--- config.mk ---
export PLATFORM = sky130hd
export DESIGN_NAME = m_store_buffer
export DESIGN_NICKNAME = d
export VERILOG_FILES = /design/src/rtl/m_store_buffer.sv
export SDC_FILE = /design/constraint.sdc
export NUM_CORES = 1
export LEC_CHECK = 0
export CAP_MARGIN = 5
export CORE_UTILIZATION = 60
export CTS_CLUSTER_DIAMETER = 200
export DETAILED_ROUTE_END_ITERATION = 8
export PLACE_DENSITY = 0.85
export SLEW_MARGIN = 20
export SYNTH_ARGS = -nofsm -noshare
export SYNTH_HDL_FRONTEND = slang
export SYNTH_SLANG_ARGS = --single-unit
export TNS_END_PERCENT = 30
--- constraint.sdc ---
create_clock -name clk -period 15.9 [get_ports clk]
set_clock_uncertainty 0.1 [all_clocks]
set_input_delay 4.77 -clock clk [delete_from_list [all_inputs] [get_ports clk]]
set_output_delay 4.77 -clock clk [all_outputs]
set_load 0.005 [all_outputs]
--- src/rtl/m_store_buffer.sv ---
// Posted-write store buffer between the memory stage and data memory.
// Drains in order, forwards to younger loads, stalls on partial overlap.
module m_store_buffer #(
    parameter int DEPTH = 4,
    parameter int PW    = 2
) (
    input  logic        clk,
    input  logic        reset,
    input  logic        st_valid,
    input  logic        st_byte,
    input  logic [31:0] st_addr,
    input  logic [31:0] st_data,
    input  logic [31:0] st_pc,
    output logic        st_ready,
    input  logic        ld_valid,
    input  logic        ld_byte,
    input  logic [31:0] ld_addr,
    output logic        ld_hit,
    output logic [31:0] ld_data,
    output logic        ld_stall,
    input  logic        dm_grant,
    output logic        dm_we,
    output logic        dm_byte,
    output logic [31:0] dm_addr,
    output logic [31:0] dm_wd,
    output logic [31:0] dm_pc,
    output logic        empty
);

    logic [DEPTH-1:0] e_byte;
    logic [31:0]      e_addr [DEPTH];
    logic [31:0]      e_data [DEPTH];
    logic [31:0]      e_pc   [DEPTH];

    logic [PW-1:0] head;
    logic [PW-1:0] tail;
    logic [PW:0]   count;

    logic push;
    logic pop;

    assign st_ready = (count < (PW+1)'(DEPTH));
    assign empty    = (count == '0);
    assign push     = st_valid & st_ready;
    assign pop      = (count != '0) & dm_grant;

    assign dm_we   = pop;
    assign dm_byte = pop ? e_byte[head] : 1'b0;
    assign dm_addr = pop ? e_addr[head] : '0;
    assign dm_wd   = pop ? e_data[head] : '0;
    assign dm_pc   = pop ? e_pc[head]   : '0;

    logic          found;
    logic [PW-1:0] sel;
    logic [PW-1:0] idx;
    logic [7:0]    lane;

    // Walk oldest to youngest so the last match seen is the youngest.
    always_comb begin
        found = 1'b0;
        sel   = head;
        idx   = head;
        for (int i = 0; i < DEPTH; i++) begin
            idx = head + PW'(i);
            if (((PW+1)'(i) < count) &&
                (e_addr[idx][31:2] == ld_addr[31:2])) begin
                found = 1'b1;
                sel   = idx;
            end
        end
    end

    always_comb begin
        lane = '0;
        case (ld_addr[1:0])
            2'd0: lane = e_data[sel][7:0];
            2'd1: lane = e_data[sel][15:8];
            2'd2: lane = e_data[sel][23:16];
            2'd3: lane = e_data[sel][31:24];
            default: lane = '0;
        endcase
    end

    always_comb begin
        ld_hit   = 1'b0;
        ld_stall = 1'b0;
        ld_data  = '0;
        if (ld_valid && found) begin
            if (!e_byte[sel]) begin
                ld_hit  = 1'b1;
                ld_data = ld_byte ? {24'b0, lane} : e_data[sel];
            end else if (ld_byte &&
                         (e_addr[sel][1:0] == ld_addr[1:0])) begin
                ld_hit  = 1'b1;
                ld_data = {24'b0, e_data[sel][7:0]};
            end else begin
                ld_stall = 1'b1;
            end
        end
    end

    always_ff @(posedge clk or negedge reset) begin
        if (!reset) begin
            head   <= '0;
            tail   <= '0;
            count  <= '0;
            e_byte <= '0;
            for (int i = 0; i < DEPTH; i++) begin
                e_addr[i] <= '0;
                e_data[i] <= '0;
                e_pc[i]   <= '0;
            end
        end else begin
            if (push) begin
                e_byte[tail] <= st_byte;
                e_addr[tail] <= st_addr;
                e_data[tail] <= st_data;
                e_pc[tail]   <= st_pc;
                tail         <= tail + 1'b1;
            end
            if (pop) begin
                head <= head + 1'b1;
            end
            count <= count + (PW+1)'(push) - (PW+1)'(pop);
        end
    end

endmodule

# Yosys cells after proc, flatten, opt, wreduce, memory -nomap -nowiden
# Index checks and enable logic that the tools add are counted.
classes:
  reduce_logical: 11
  magnitude_cmp: 16
  n_mux: 58
  eq_ne: 8
  bitwise: 8
  n_addsub: 6
ops:
  columns: ["cell", "count"]
  rows:
  - ["32-bit two-way mux", 21]
  - ["32-bit binary-select mux with 2-bit select", 8]
  - ["128-bit bitwise mux", 3]
  - ["30-bit == test", 4]
  - ["32-bit demux with 2-bit select", 1]
  - ["8-bit case mux with 4 select lines", 1]
  - ["3-bit >= comparator, second input constant", 6]
  - ["2-bit NOT with 3-bit output", 6]
  - ["1-bit two-way mux", 14]
  - ["2-bit two-way mux", 5]
  - ["2-bit by 3-bit less-than comparator with 1-bit output, second input constant", 3]
  - ["1-bit logical AND", 8]
  - ["8-bit two-way mux", 1]
  - ["1-bit by 3-bit less-than comparator with 1-bit output, first input constant", 2]
  - ["2-bit by 3-bit less-than comparator with 1-bit output, first input constant", 2]
  - ["2-bit by 1-bit adder with 2-bit output, second input constant", 2]
  - ["2-bit adder, second input constant", 2]
  - ["1-bit binary-select mux with 2-bit select", 2]
  - ["4-bit bitwise mux", 1]
  - ["2-bit == test, second input constant", 2]
  - ["3-bit by 1-bit adder with 3-bit output", 1]
  - ["3-bit logical NOT", 1]
  - ["3-bit by 1-bit less-than comparator with 1-bit output, second input constant", 1]
  - ["3-bit less-than comparator, second input constant", 1]
  - ["8 further kinds", 9]
word_totals:
  elab_cells: 123
  inputBits: 135
  regBits: 395
  output_inout_bits: 134

# Logic depth before layout (Yosys ltp)
# Gate-level depths: netlist of the first run.
logic_depth:
  depth_word: 19
  depth_mapped: 19
  ltp_nobuf: 13

# Worst setup path after synthesis of the first run
# OpenSTA, ideal clock, no wires.
synth_timing:
  path_type: "input -> output"
  from: "in ld_addr[17]"
  to: "out ld_data[5]"
  path_buffers: 2
  required_time_ns: 11.030
  path_slack_ns: 3.287
  t_arrival_ns: 7.743
  cell_stages: 12
  path_cell_list: "clkbuf_1 -> xnor2_1 -> or4_1 -> a2111o_1 -> o31ai_2 -> mux2_2 -> o21ai_0 -> nand3_2 -> a21oi_2 -> buf_4 -> nor2_1 -> a311oi_2"
synth_via:
  elab_chain_len: 14
  elab_cells_between_ends: 32
  classes_between: "5 x eq/ne; 20 x mux; 1 x bitwise; 6 x reduce/logical"
synth_rtl:
  columns: ["element", "line", "rtl"]
  rows:
  - ["start: declaration", "17", "input logic [31:0] ld_addr,"]
  - ["30-bit == test", "66", "(e_addr[idx][31:2] == ld_addr[31:2])) begin"]
  - ["1-bit logical AND", "65", "if (((PW+1)'(i) < count) &&"]
  - ["2-bit two-way mux (3 in series)", "65", null]
  - ["2-bit NOT with 3-bit output (implied by the code)", null, null]
  - ["32-bit binary-select mux with 2-bit select", "93", "(e_addr[sel][1:0] == ld_addr[1:0])) begin"]
  - ["2-bit two-way mux (implied by the code) (2 in series)", "93", null]
  - ["2-bit == test", "93", null]
  - ["1-bit logical AND", "92", "end else if (ld_byte &&"]
  - ["8-bit two-way mux", "92", null]
  - ["32-bit two-way mux", "89", "if (!e_byte[sel]) begin"]
  - ["32-bit two-way mux (*)", "88", "if (ld_valid && found) begin"]
  - ["end: declaration", "19", "output logic [31:0] ld_data,"]
# Mark *: on every way between the ends. The rest lies on a longest branch, timed or not. The select of a mux whose other input is x is not followed.

# Worst setup path after layout of the first run
layout_timing:
  from: "in ld_addr[31]"
  to: "out ld_data[3]"
# Same word-level chain as after synthesis.

==> out/qor.tcl, run 1 <==
set qor(fp.dieArea_mm2) 0.0396
set qor(final.setup.tns_ns) 0
set qor(yosys.cell_types.count) 67
set qor(cts.htree.levels) 2
set qor(power.density_mw_per_mm2) 226
set qor(timing.max_cap.violations) 0
set qor(cts.reportedPaths.clkPinSlew_ns) 0.06
set qor(dp_hpwl_mm) 43.2
set qor(postSynthAreaPerCell_um2) 12.6
set qor(initialDrtViolationCount) 1241
set qor(drtAntennaViolNets) 0
set qor(period_minus_slack_ns) 14.73
set qor(finalSetupViolCount) 0
set qor(critPathLaunchType) {input pin}
set qor(detail_route.drc_violations) 0
set qor(netlist_instances) 1843
set qor(ys_async_sr_fraction_pct) 100
set qor(yosys.cell_count.top_type) {mux2_2}
set qor(max_clock_freq_ghz) 0.0679
set qor(grt.busiest_layer) {met2}
set qor(port-buffer-count) 268
set qor(io_pins) 269
set qor(core_box_area_mm2) 0.0379
set qor(tritoncts) {done}
set qor(cp_data_required_time_ns) 11.03
set qor(power_frac_clock_pct) 16.1
set qor(worstPathArrival_ns) 9.86
set qor(p_seq_share_pct) 31.2
set qor(global_routing_usage_on_met3_pct) 6.90
set qor(dominantRegCellSynth) {dfrtp_1}
set qor(final.period_utilization_pct) 92.7
set qor(timing.critical_path.to_type) {primary output}
set qor(netlist_top_cells_count) {mux2_2, dfrtp_1, mux2i_1}
set qor(die_h_um) 199
set qor(warnings_synthesis) 0
set qor(net_count_final) 2180
set qor(netSwitchingFraction_pct) 38.2
set qor(netlist_area_mm2) 0.0233
set qor(post-synth-top-area-cell) {dfrtp_1}
set qor(status) {finished clean}
set qor(detail_route.first_pass.iterations) 5
set qor(number_of_resized_instances_in_the_post_cts_repair_step) 0
set qor(dp_cells) 2502
set qor(ys_seq_area_share_pct) 42.4
set qor(floorplan.initialDensity_pct) 61.4
set qor(clock_buffers_created_by_tritoncts) 43
set qor(layout-area-overhead-vs-synth_pct) 18.3
set qor(syn_nets) 1987
set qor(largest_net_degree_at_the_start_of_global_routing) 134
set qor(grt_first_pass_wirelength_mm) 98.0
set qor(grt_util_met2_pct) 52.3
set qor(vdd_drop_max_mv) 0.148
set qor(dpl-instance-area_mm2) 0.0261
set qor(route.final.wire_length_mm) 63.7
set qor(vias_per_cell) 6.30
set qor(numClockSinks) 395
set qor(slew_viol_final) 0
set qor(number_of_antenna_violations_at_the_first_check_in_global_routing) 5
set qor(holdBufCountCts) 0
set qor(std_cell_rows) 71
set qor(cellInternalPower_mw) 3.86
set qor(grt_setup_unrepaired) {no}
set qor(yosys-top-cells-area) {dfrtp_1, mux2_2, mux4_2}
set qor(layoutNonFillerInstCount) 2582
set qor(p_comb_share_pct) 52.7
set qor(totalPowerFinal_mw) 6.24
set qor(holdWs_ns) 0.399
set qor(final_hold_viol_count) 0
set qor(grt_use_met1_pct) 44.4
set qor(multi_input_comb_area_mm2) 0.0127
set qor(final.fill_count) 2571
set qor(p_switching_mw) 2.38
set qor(clock_latency_ns) 0.57
set qor(total_gr_overflow) 0
set qor(max-clock-path-buffers) 3
set qor(place_congestion) 0.996
set qor(power.static_leakage_nw) 11.5
set qor(vias) 16300
set qor(tightestPinTransition_ns) 1.03
set qor(postCtsSetupRepairBufs) 0
set qor(clock-root-buffer) {clkbuf_16}
set qor(finalInstanceArea_mm2) 0.0276
set qor(layout.area.seq_mm2) 0.00989
set qor(wl_cell_um) 24.7
set qor(synth_top_area_share_pct) 42.4
set qor(die_x_um) 199
set qor(timing.max_slew.rel_slack_pct) 30.9
set qor(reg2reg_setup_slack_ns) 12.60
set qor(grt.total_usage_pct) 32.8
set qor(grt_pass1_vias) 16500
set qor(setup.worst_path.class) {in -> out}
set qor(layout-drive-gt1-share_pct) 31.5
set qor(synth_enable_flop_cells) 0
set qor(crit_fanout) 35
set qor(yosys_register_bits) 395
set qor(timing.hold.worst.class) {reg -> reg}
==> layout make-up <==
| type | count | area share (%) |
|---|---|---|
| tap | 511 | 2.32 |
| clock buffer | 65 | 4.60 |
| clock inverter | 12 | 0.472 |
| sequential | 395 | 35.9 |
| inverter | 21 | 0.286 |
| antenna | 3 | 0.0272 |
| multi-input combinational | 1288 | 46.1 |
| timing repair buffer | 287 | 10.3 |
==> path summary, 6_finish.rpt <==
check	end	cells after the start	start
setup / recovery	ld_data[3]	14	ld_addr[31]
hold / removal	e_pc[61]	1	e_pc[61]
setup reg to reg	count[2]	11	count[0]
hold reg to reg	e_pc[61]	1	e_pc[61]
max in group asynchronous	e_data[72]	3	reset
min in group asynchronous	e_addr[14]	1	reset
==> per-stage QoR <==
step | utilization (%) | setup WS [ns]
after floorplan | - | 3.29
after global placement | 68.9 | 1.33
after detailed placement | 68.9 | 1.25
after CTS | 72.6 | 1.24
after global routing | 72.6 | 0.840
final | 72.6 | 1.17
==> cell families (layout without fill, tap and decap cells) <==
logic type	after synthesis	count (layout)	share of synthesized area (%)
fa+ha+maj	9	9	0.516
flops	395	395	42.4
compound gates	155	155	4.80
buf+inv	160	385	3.25
mux	687	687	37.6
other cells	0	3	0
simple gates	324	324	7.12
xor+xnor	113	113	4.25
==> cell usage in the layout (no fill, tap or decap), drive strengths merged, types with 56 or more instances in the layout <==
cell	instances
clkdlybuf4s50	267
mux4	107
mux2i	142
nand2	84
mux2	438
and2	94
clkbuf	65
dfrtp	395
nor2	56
xnor2	76
==> sequential cells by signal, indices dropped and copies added, names as in the netlist <==
name and count:
e_addr 128, e_data 128, e_pc 128, e_byte 4
count 3, head 2, tail 2
==> layer usage <==
metal / wire, um / vias up / part of all wire, %
li1: - / 7151 / -
met1: 26100 / 8358 / 41
met2: 30500 / 611 / 48
met3: 4770 / 134 / 7.5
met4: 2230 / 4 / 3.5
met5: 24 / - / 0.038
==> worst max-delay path, stage by stage <==
cell and delay, ns:
clkdlybuf4s50_1 0.68, inv_1 0.24, xnor2_1 0.18, nor4_1 0.40
mux2_2 0.25, nand3_1 0.13, o31ai_2 0.44, mux2i_1 0.50
nand2_2 0.61, buf_4 0.43, o21ai_0 0.29, a21oi_1 0.13
a311oi_2 0.26, clkdlybuf4s50_1 0.55
==> power by group through the flow <==
stage	Sequential [mW]	Combinational [mW]	Clock, mW
floorplan	1.77	2.38	0
global placement	1.90	3.19	0
detailed placement	1.95	3.24	0
CTS	1.94	3.28	1.02
global route	2.02	3.49	1.05
finish	1.95	3.29	1.00
(Power assumes the default switching activity.)
==> run 2, diff against run 1 <==
Settings changed: PLACE_DENSITY 0.85 to 0.89, SETUP_SLACK_MARGIN from default to 0.2.
==> run 2 against run 1 <==
Compared with the run above:
- critical path depth shrank 1
- global-route usage increased by 0.71 points
- die area unchanged
- register-to-register slack got worse by 0.03 ns
- sequential power is essentially flat
- first-iteration DRC count up 17%
- hold slack hardly changed
- power up 1.9%
- cell count rose by 0.27%
- clock-buffer cell count fell by 3
- cell area is 0.67% higher
- critical endpoint is now ld_data[1]
==> out/qor.tcl, run 2 (synthesis results as in run 1) <==
set qor(vdd_drop_max_mv) 0.154 ;# was 0.148 mV
set qor(timing.max_cap.violations) 0 ;# unchanged
set qor(finalSetupViolCount) 0 ;# unchanged
set qor(p_switching_mw) 2.42 ;# was 2.38 mW
set qor(tightestPinTransition_ns) 1.13 ;# was 1.03 ns
set qor(cp_data_required_time_ns) 11.03 ;# about the same
set qor(floorplan.initialDensity_pct) 61.4 ;# unchanged
set qor(fp.dieArea_mm2) 0.0396 ;# unchanged
set qor(grt_use_met1_pct) 44.6 ;# was 44.4%
set qor(detail_route.drc_violations) 0 ;# unchanged
set qor(slew_viol_final) 0 ;# unchanged
set qor(max_clock_freq_ghz) 0.0674 ;# was 0.0679 GHz
set qor(worstPathArrival_ns) 9.97 ;# was 9.86 ns
set qor(netSwitchingFraction_pct) 38.0 ;# was 38.2%
set qor(port-buffer-count) 268 ;# unchanged
set qor(setup.worst_path.class) {in -> out} ;# unchanged
set qor(critPathLaunchType) {input pin} ;# unchanged
set qor(grt_util_met2_pct) 54.4 ;# was 52.3%
set qor(numClockSinks) 395 ;# unchanged
set qor(vias) 16400 ;# was 16300
set qor(cellInternalPower_mw) 3.94 ;# was 3.86 mW
set qor(core_box_area_mm2) 0.0379 ;# unchanged
set qor(die_h_um) 199 ;# unchanged
set qor(drtAntennaViolNets) 0 ;# unchanged
set qor(tritoncts) {done} ;# unchanged
set qor(power.static_leakage_nw) 11.6 ;# was 11.5 nW
set qor(clock-root-buffer) {clkbuf_16} ;# unchanged
set qor(power.density_mw_per_mm2) 229 ;# was 226 mW/mm2
set qor(power_frac_clock_pct) 17.0 ;# was 16.1%
set qor(final.fill_count) 2530 ;# was 2571
set qor(initialDrtViolationCount) 1457 ;# was 1241
set qor(layout-drive-gt1-share_pct) 31.7 ;# was 31.5%
set qor(max-clock-path-buffers) 3 ;# unchanged
set qor(net_count_final) 2184 ;# was 2180
set qor(final_common_cell) {mux2_2} ;# unchanged
set qor(die_x_um) 199 ;# unchanged
set qor(number_of_antenna_violations_at_the_first_check_in_global_routing) 5 ;# unchanged
set qor(grt_first_pass_wirelength_mm) 100 ;# was 98.0 mm
set qor(clock_buffers_created_by_tritoncts) 43 ;# unchanged
set qor(fin_ws_ns) 1.06 ;# was 1.17 ns
set qor(status) {finished clean} ;# unchanged
set qor(leading_cell_types_in_the_layout_fill_and_taps_excluded) {mux2_2, dfrtp_1, clkdlybuf4s50_1, mux2i_1, mux4_2} ;# unchanged
set qor(final.period_utilization_pct) 93.3 ;# was 92.7%
set qor(crit_fanout) 23 ;# was 35
set qor(p_comb_share_pct) 52.3 ;# was 52.7%
set qor(largest_net_degree_at_the_start_of_global_routing) 119 ;# was 134
set qor(final.setup.tns_ns) 0 ;# unchanged
set qor(biggestRegsByFlops) {e_addr: 128 flops, e_data: 128 flops, e_pc: 128 flops} ;# unchanged
set qor(p_seq_share_pct) 30.8 ;# was 31.2%
set qor(wl_cell_um) 25.1 ;# was 24.7 um
set qor(layout-area-overhead-vs-synth_pct) 19.1 ;# was 18.3%
set qor(cts.htree.levels) 2 ;# unchanged
set qor(post_place_setup_slack_ns) 1.30 ;# was 1.25 ns
set qor(number_of_resized_instances_in_the_post_cts_repair_step) 0 ;# unchanged
set qor(grt.total_usage_pct) 33.5 ;# was 32.8%
set qor(period_minus_slack_ns) 14.84 ;# was 14.73 ns
set qor(holdBufCountCts) 0 ;# unchanged
set qor(io_pins) 269 ;# unchanged
set qor(dp_hpwl_mm) 43.8 ;# was 43.2 mm
set qor(global_routing_usage_on_met3_pct) 6.51 ;# was 6.90%
set qor(clock_latency_ns) 0.57 ;# about the same
set qor(grt.busiest_layer) {met2} ;# unchanged
set qor(timing.max_slew.rel_slack_pct) 24.7 ;# was 30.9%
set qor(postCtsSetupRepairBufs) 0 ;# unchanged
set qor(detail_route.first_pass.iterations) 6 ;# was 5
set qor(grt_setup_unrepaired) {no} ;# unchanged
set qor(grt_pass1_vias) 17200 ;# was 16500
set qor(place_congestion) 1.04 ;# was 0.996
set qor(final_hold_viol_count) 0 ;# unchanged
set qor(vias_per_cell) 6.34 ;# was 6.30
set qor(cts.reportedPaths.clkPinSlew_ns) 0.06 ;# about the same
set qor(timing.critical_path.to_type) {primary output} ;# unchanged
set qor(route.final.wire_length_mm) 64.9 ;# was 63.7 mm
set qor(std_cell_rows) 71 ;# unchanged
set qor(timing.hold.worst.class) {reg -> reg} ;# unchanged
set qor(total_gr_overflow) 0 ;# unchanged
[run 2: cell type report]
type	instances	area, um2	area share [%]
Tap cell	511	639	2.31
Sequential cell	395	9890	35.7
Timing Repair Buffer	291	2900	10.5
Inverter	21	78.8	0.284
Clock buffer	62	1250	4.50
Antenna cell	7	17.5	0.0632
Clock inverter	14	268	0.965
Multi-Input combinational cell	1288	12700	45.8
[run 2: final timing paths]
kind                                  from           to  slack, ns  cells past startpoint
worst max-delay path            ld_addr[8]   ld_data[1]       1.06                     13
worst min-delay path              e_pc[47]     e_pc[47]       0.40                      1
worst max register to register    count[0]     count[2]      12.57                     11
worst min register to register    e_pc[47]     e_pc[47]       0.40                      1
max in group asynchronous            reset  e_data[106]       9.40                      3
min in group asynchronous            reset   e_addr[51]       4.07                      1
[run 2: metal layers]
layer,routed length (um),vias to the layer above
met5,0,-
met4,2310,0
met3,5110,142
met2,31500,676
met1,26000,8423
li1,-,7174
[run 2: metrics by stage]
stage          utilization, %  hold WS [ns]  cell area [um2]  total power, mW  std cells
2_1_floorplan               -         0.374            23300             4.15       1843
3_3_place_gp             69.0         0.381            26200             5.10       2505
3_5_place_dp             69.0         0.388            26200             5.22       2505
4_1_cts                  73.0         0.402            27700             6.34       2581
5_1_grt                  73.1         0.415            27700             6.68       2585
6_report                 73.1         0.399            27700             6.36       2589
[run 2: critical path: stages]
cell and delay [ns]:
clkdlybuf4s50_1 0.70, xnor2_1 0.26, nor4b_1 0.43, a22oi_1 0.21, a2111oi_2 0.64, a21oi_1 0.19, mux2i_1 0.55, nand2_2 0.54
mux2i_1 0.48, nor2b_1 0.27, a21oi_1 0.08, a311oi_2 0.27, clkdlybuf4s50_1 0.55
[run 2: power by group through the flow]
stage	registers (mW)	clock network [mW]	logic, mW
finish	1.96	1.08	3.32
global route	2.03	1.13	3.53
CTS	1.95	1.09	3.30
detailed placement	1.95	0	3.26
global placement	1.89	0	3.21
floorplan	1.77	0	2.38
